### src/rtl/m10k_pkg.sv
// Shared definitions for the source M10K producer/consumer pair.
// Holds default widths and the loader phase encoding so every consumer of
// the busy/start status decodes the loader phases the same way.
package m10k_pkg;

  localparam int M10K_DATA_W = 8;
  localparam int M10K_ADDR_W = 8;

  // Loader phases: filling the frame, draining the last write, handing off, waiting on compute
  typedef enum logic [1:0] {
    LOAD  = 2'd0,
    FLUSH = 2'd1,
    START = 2'd2,
    WAIT  = 2'd3
  } loader_state_t;

endpackage

### src/rtl/source_frame_loader.sv
// Purpose: streams FRAME_LEN signed samples into the source M10K, then hands the frame to compute.
// Latency: an accepted sample is on the M10K write port the next cycle; start pulses 2 cycles after the last accept.
// Backpressure: in_ready is high only in LOAD; input is held off from frame completion until compute_done.
module source_frame_loader
  import m10k_pkg::*;
#(
  parameter int DATA_W    = M10K_DATA_W,
  parameter int ADDR_W    = M10K_ADDR_W,
  parameter int FRAME_LEN = 256,
  parameter int CNT_W     = 16
) (
  input  logic                     clk,
  input  logic                     reset,
  input  logic signed [DATA_W-1:0] in_data,
  input  logic                     in_valid,
  output logic                     in_ready,
  output logic signed [DATA_W-1:0] M10K_write_data_source,
  output logic        [ADDR_W-1:0] M10K_write_address_source,
  output logic                     M10K_write_source,
  output logic                     start,
  input  logic                     compute_done,
  output logic                     busy,
  output logic        [CNT_W-1:0]  frame_count
);

  // Address of the final sample of a frame; FRAME_LEN may be as large as 2^ADDR_W
  localparam logic [ADDR_W-1:0] LAST_ADDR = ADDR_W'(FRAME_LEN - 1);

  loader_state_t     state;
  loader_state_t     state_nxt;
  logic [ADDR_W-1:0] wr_ptr;
  logic              accept;
  logic              last_slot;
  logic              release_frame;

  assign accept        = in_valid & in_ready;
  assign last_slot     = (wr_ptr == LAST_ADDR);
  assign release_frame = (state == WAIT) & compute_done;

  // State register
  always_ff @(posedge clk or negedge reset) begin
    if (!reset) begin
      state <= LOAD;
    end else begin
      state <= state_nxt;
    end
  end

  // Next-state: compute_done only matters once the frame has been handed off
  always_comb begin
    state_nxt = state;
    case (state)
      LOAD:    if (accept && last_slot) state_nxt = FLUSH;
      FLUSH:   state_nxt = START;
      START:   state_nxt = WAIT;
      WAIT:    if (compute_done) state_nxt = LOAD;
      default: state_nxt = LOAD;
    endcase
  end

  // Status outputs decoded from the state register only; ready is held low while reset is asserted
  always_comb begin
    in_ready = 1'b0;
    start    = 1'b0;
    busy     = 1'b1;
    case (state)
      LOAD: begin
        in_ready = reset;
        busy     = 1'b0;
      end
      START:   start = 1'b1;
      default: ;
    endcase
  end

  // Write pointer: advances per accept, rewinds to 0 after the last sample of the frame
  always_ff @(posedge clk or negedge reset) begin
    if (!reset) begin
      wr_ptr <= '0;
    end else if (accept) begin
      wr_ptr <= last_slot ? '0 : wr_ptr + ADDR_W'(1);
    end
  end

  // Registered M10K write port: strobe for one cycle per accept, address/data hold between writes
  always_ff @(posedge clk or negedge reset) begin
    if (!reset) begin
      M10K_write_source         <= 1'b0;
      M10K_write_address_source <= '0;
      M10K_write_data_source    <= '0;
    end else begin
      M10K_write_source <= accept;
      if (accept) begin
        M10K_write_address_source <= wr_ptr;
        M10K_write_data_source    <= in_data;
      end
    end
  end

  // Completed-frame counter, bumped when compute releases the frame; wraps silently
  always_ff @(posedge clk or negedge reset) begin
    if (!reset) begin
      frame_count <= '0;
    end else if (release_frame) begin
      frame_count <= frame_count + CNT_W'(1);
    end
  end

endmodule
### config.mk
export PLATFORM = sky130hd
export DESIGN_NAME = source_frame_loader
export DESIGN_NICKNAME = d
export VERILOG_FILES = /design/src/rtl/m10k_pkg.sv /design/src/rtl/source_frame_loader.sv
export SDC_FILE = /design/constraint.sdc
export NUM_CORES = 1
export LEC_CHECK = 0
export ABC_AREA = 1
export ABC_CLOCK_PERIOD_IN_PS = 1900
export CORE_MARGIN = 2
export CORE_UTILIZATION = 49
export DETAILED_ROUTE_END_ITERATION = 7
export PLACE_DENSITY = 0.79
export SYNTH_ARGS = -nofsm -noshare
export SYNTH_HDL_FRONTEND = slang
export SYNTH_SLANG_ARGS = --single-unit
### constraint.sdc
create_clock -name clk -period 1.9 [get_ports clk]
set_clock_uncertainty 0.2 [all_clocks]
set_input_delay 0.38 -clock clk [delete_from_list [all_inputs] [get_ports clk]]
set_output_delay 0.38 -clock clk [all_outputs]
set_load 0.1 [all_outputs]
== Word level (Yosys, flattened, before mapping) ==
Index checks and enable logic that the tools add are counted.

* Flip-flop bits (word level): 43
* Input bits: 12

* Reduce and logical (&&, ||, !) cells: 3
* Bitwise logic cells: 2
* Equality and inequality tests: 6
* Add/sub/neg operators: 2
* Muxes and demuxes: 7

{| class="wikitable"
|+ Operators by type and width
! operator !! number
|-
| 16-bit by 1-bit adder with 16-bit output (second input constant) || 1
|-
| 8-bit by 1-bit adder with 8-bit output (second input constant) || 1
|-
| 8-bit == test (second input constant) || 1
|-
| 8-bit 2-to-1 mux || 1
|-
| 2-bit case mux with 4 select lines || 1
|-
| 2-bit == test (second input constant) || 2
|-
| 2-bit 2-to-1 mux || 2
|-
| 2-bit inequality test (second input constant) || 2
|-
| 1-bit 2-to-1 mux || 3
|-
| 1-bit bitwise AND || 2
|-
| 2-bit by 1-bit == test with 1-bit output (second input constant) || 1
|-
| 2-bit logical NOT || 1
|-
| 2-bit AND reduction || 1
|-
| 1-bit logical AND || 1
|}

== Depth between registers and ports, before layout ==
Gate-level depths: netlist of the first run.

* Depth after elaboration: 6
* Gate-level depth with buffers: 9
* Gate-level depth less buffers: 9

== Least setup slack after synthesis of the first run ==
Ideal clock, no wire load.

* Kind: reg2reg
* From: register frame_count[0]
* To: register frame_count[8]
* Path buffers: 0
* Setup slack: -224 ps
* Clock period less this slack: 2124 ps
* Data arrival time: 1810 ps
* Library setup time: 114 ps
* Cell stages (with the launch flop): 9
* Cells stage by stage: dfrtp_1 > ha_1 > nand3_2 > nor2_2 > nand2_2 > nor2_1 > nand2_1 > nand2_1 > inv_1

* Word-level cells in the longest chain between the ends: 1

{| class="wikitable"
|+ Ends and longest elaborated chain
! element !! line !! text
|-
| start, declared || source_frame_loader.sv:23 || <nowiki>output logic [CNT_W-1:0] frame_count</nowiki>
|-
| start signal, assigned || source_frame_loader.sv:105 || <nowiki>frame_count <= frame_count + CNT_W'(1);</nowiki>
|-
| 16-bit by 1-bit adder with 16-bit output || source_frame_loader.sv:105 ||
|}

Every way passes these cells.
A chain may end at the register's enable or synchronous reset.

== Worst setup path in the final report of the first run ==
* From: register state[0]
* To: output port start

* Word-level cells in the longest chain between the ends: 2

{| class="wikitable"
|+ Ends and longest elaborated chain
! element !! line !! text
|-
| start, declared || source_frame_loader.sv:29 || <nowiki>loader_state_t state;</nowiki>
|-
| start signal, assigned || source_frame_loader.sv:45 || <nowiki>state <= state_nxt;</nowiki>
|-
| 2-bit == test || source_frame_loader.sv:66 || <nowiki>case (state)</nowiki>
|-
| 1-bit 2-to-1 mux || source_frame_loader.sv:66 ||
|-
| end, declared || source_frame_loader.sv:20 || <nowiki>output logic start,</nowiki>
|}

Every way passes these cells.

==> key figures, run 1 <==
Outcome
  – Status: finished clean

STA
  – Setup violators final: 0
  – Final critical delay including setup and external delays: about 1900 ps
  – Top achievable clock speed: 528 MHz
  – Final worst hold slack: 325 ps
  – Slew of the pin with the lowest slew margin: 432 ps
  – Number of max-slew violations in the final report: 0
  – Final worst-path cycle share: 99.6%
  – Hold Fails Final Rpt: 0
  – Normalized max-slew margin: 71.2%

Worst setup path
  – Class of the most critical setup path: reg2out
  – Delay contributed by the slowest stage of the critical path: 400 ps
  – Worst endpoint required time: 1320 ps
  – Max FO, Critical Path: 3
  – R2R setup slack: 210 ps
  – Crit path cell chain: inv_2, buf_4, ha_1, buf_12
  – Slowest cell on the critical path: sky130_fd_sc_hd__dfrtp_1
  – Worst Path Arrival: roughly 1300 ps
  – Depth of the worst register-to-register path: 10
  – Stages on worst setup path: 4
  – Worst setup path endpoint: start
  – Worst path bufs/invs: 3
  – Cell class contributing the biggest share of worst-path delay: buffers and inverters
  – Endpoint kind of the worst setup timing path: output port
  – Startpoint of the most critical register-to-register path: state[0]
  – Crit path launch type: register
  – Worst reg2reg endpoint: state[1]
  – Launching instance or port of the critical path: state[0]

Routing
  – Average wire per cell in the routed design: 12.9 µm
  – Routed wire length: approximately 4.5 mm
  – TritonRoute pass-1 iters: 4
  – DRC errors left: 0
  – 1st-iter DRT viols: 79
  – ANT nets after route: 0
  – Via count: 1737
  – Number of vias per cell after detailed routing: 4.96

Pwr
  – Combinational Power Share: 60.9%
  – Sequential share of power: 26.6%
  – Net switching power of the design: 2.87 mW
  – Pwr dens: roughly 1800 nW/µm²
  – Switching Fraction: ~50%
  – Clock share of power: between 10% and 20%
  – Peak ir drop on the vdd network: 1250 µV
  – Reported leakage power: 1.54 nW
  – Total power: 5.76 mW
  – Internal portion of total power: about 2.9 mW

Floorplanning
  – Placeable core area: 4000 µm²
  – Die width: 68.4 µm
  – FP Rows: 23
  – Starting utilization of the core area: 50.9%
  – Total Die Area: 4680 µm²
  – I/O pins: 48
  – Die Y-Extent: 68.4 µm

Place
  – HPWL Detailed: 3.32 mm
  – Final weighted congestion in routability-driven placement: 0.759
  – Quantity of I/O buffers inserted on ports: 47
  – Cell area after placement: ~3000 µm²

Logic synthesis
  – Primary flip-flop cell chosen by synthesis mapping: sky130_fd_sc_hd__dfrtp_1
  – Proportion of synthesized chip area in sequential cells: between 50% and 60%
  – Count leader, synth: sky130_fd_sc_hd__nand2_1
  – Synthesized instance count: 234
  – FFs w/ async S/R, synth: 100%
  – Netlist Area Pre-Place: 2030 µm²
  – Synth cell count leaders: 83 x sky130_fd_sc_hd__nand2_1, 43 x sky130_fd_sc_hd__dfrtp_1, 26 x sky130_fd_sc_hd__inv_1
  – Synthesized area per cell: about 8.7 µm²
  – Net count of the mapped netlist: around 250
  – Yosys warns: 0
  – Count of unique library cells instantiated by Yosys: 24
  – EDFF count, synth: 0
  – Area leader, netlist: sky130_fd_sc_hd__dfrtp_1
  – Main area contributors after synthesis: sky130_fd_sc_hd__dfrtp_1 53%, sky130_fd_sc_hd__nand2_1 15%, sky130_fd_sc_hd__inv_1 4.8%
  – Area fraction of the dominant cell type after synthesis: 52.9%
  – Post-synthesis register bit count: 43

Clock network
  – Clk sink count: 43
  – Clock H-tree levels: 2
  – Number of buffers created by CTS: 5
  – Latest clock arrival within the worst-skew pair: 290 ps
  – Clock slew at the register clock pins of the worst setup and hold paths: 80 ps
  – Cell chosen for the clock root: sky130_fd_sc_hd__clkbuf_8
  – Buffers from clock root to sink, at most: 2
  – TritonCTS clock tree: built

Global route
  – Total Routing Usage GR: 21.7%
  – Number of antenna violations at the first check in global routing: 0
  – Overall overflow remaining after global route: 0
  – Maximum number of pins on one net before global-route repair: 36
  – Vias in the first global route: between 1500 and 2000
  – First-pass GRT wire length: 7.57 mm

Job
  – Maxcap violations: 0

Final layout
  – Area delta synth->final: 55.9%
  – Number of antenna cells inserted: 0
  – Post-route cell area: 3170 µm²
  – Share of layout cells above drive strength 1: a little under a third
  – Layout net count: approximately 320

Min path
  – Class of the worst hold path: reg2reg
-- routing by layer --
layer / wire [µm] / track usage (%)
met1: 1970 / 27.7
met3: 262 / 5.26
met4: 71 / 8.25
met5: 0 / 0
met2: 2220 / 35.6
-- cell families (layout without fill, tap and decap cells) --
family                   Yosys count  count (layout)  synth area share, %
adder cells (fa/ha/maj)            6               6                 3.69
AO/OA/AOI/OAI                     12              12                 3.32
multiplexers                       1               1                0.553
XOR/XNOR                          11              11                 4.74
AND/OR/NAND/NOR                  132             132                 29.3
flip-flops                        43              43                 52.9
buffers and inverters             29              95                 5.54
-- stage by stage --
| stage | setup TNS, ps | utilization, % | cells | setup slack, ps |
|---|---|---|---|---|
| after CTS | 0 | 78.4 | 346 | 6.74 |
| final | 0 | 79.3 | 350 | 7.27 |
| after floorplan | 0 | - | 234 | 13.5 |
| after global placement | 0 | 74.2 | 334 | 81.0 |
| after detailed placement | 0 | 74.2 | 334 | 17.3 |
| after global routing | -58.5 | 79.3 | 350 | -53.5 |
-- layout by cell type (no fill, tap or decap), types with 2 or more instances in the layout --
cell	count
sky130_fd_sc_hd__nand2_1	82
sky130_fd_sc_hd__nand3_2	2
sky130_fd_sc_hd__xnor2_1	6
sky130_fd_sc_hd__xor2_1	5
sky130_fd_sc_hd__dfrtp_1	33
sky130_fd_sc_hd__a21oi_1	3
sky130_fd_sc_hd__o21ai_0	6
sky130_fd_sc_hd__nand4_1	3
sky130_fd_sc_hd__ha_1	5
sky130_fd_sc_hd__clkdlybuf4s50_1	10
sky130_fd_sc_hd__buf_12	36
sky130_fd_sc_hd__dlygate4sd3_1	2
sky130_fd_sc_hd__nor2_1	14
sky130_fd_sc_hd__nand3b_1	2
sky130_fd_sc_hd__dfrtp_2	10
sky130_fd_sc_hd__nand2_2	7
sky130_fd_sc_hd__buf_4	12
sky130_fd_sc_hd__nand3_1	10
sky130_fd_sc_hd__inv_2	2
sky130_fd_sc_hd__o21bai_1	2
sky130_fd_sc_hd__inv_1	23
sky130_fd_sc_hd__nor2_4	2
sky130_fd_sc_hd__nor2_2	4
sky130_fd_sc_hd__clkbuf_8	6
sky130_fd_sc_hd__nor3_2	2
sky130_fd_sc_hd__nor3_1	2
-- state kept, by name, indices dropped and copies added (netlist names) --
signal / flops
frame_count: 16
M10K_write_address_source: 8
M10K_write_data_source: 8
wr_ptr: 8
state: 2
M10K_write_source: 1
-- power by group through the flow --
stage               Clock (mW)  Sequential (mW)  Combinational, mW
global placement             0             1.54               3.28
finish                   0.722             1.53               3.51
CTS                      0.742             1.53               3.44
detailed placement           0             1.56               3.35
global route             0.794             1.57               3.66
floorplan                    0             2.83              0.753
-- how the worst min path moves through the flow --
stage | from | end | slack, ps | depth (start not counted)
after CTS | wr_ptr[5] | M10K_write_address_source[5] | 320 | 2
after global routing | reset | wr_ptr[2] | 340 | 5
final | wr_ptr[4] | wr_ptr[4] | 330 | 1
after detailed placement | reset | M10K_write_address_source[1] | 140 | 2
after floorplan | reset | M10K_write_address_source[0] | -120 | 0
after global placement | reset | M10K_write_address_source[1] | 150 | 2
-- repair_timing --
item	CTS	global route
pin swaps	0	1
gates cloned	0	0
setup buffers	2	4
hold buffers	2	0
hold endpoints to repair	43	0
setup endpoints to repair	2	1
gates resized for setup	4	2
-- cell type report --
cell class	instances	area (µm²)
Fill cell	240	828
Sequential cell	43	1090
Clock buffer	6	82.6
Clock inverter	2	35.0
Tap cell	50	62.6
Inverter	26	101
Timing Repair Buffer	61	936
Multi-Input combinational cell	162	866
Note: power is estimated with default switching activity, not from simulation.
==> run 2, diff against run 1 <==
CTS_CLUSTER_SIZE = 12   (was default)
==> results of run 2 <==
Same layout as run 1: the final DEF is identical, and so are final timing and power.
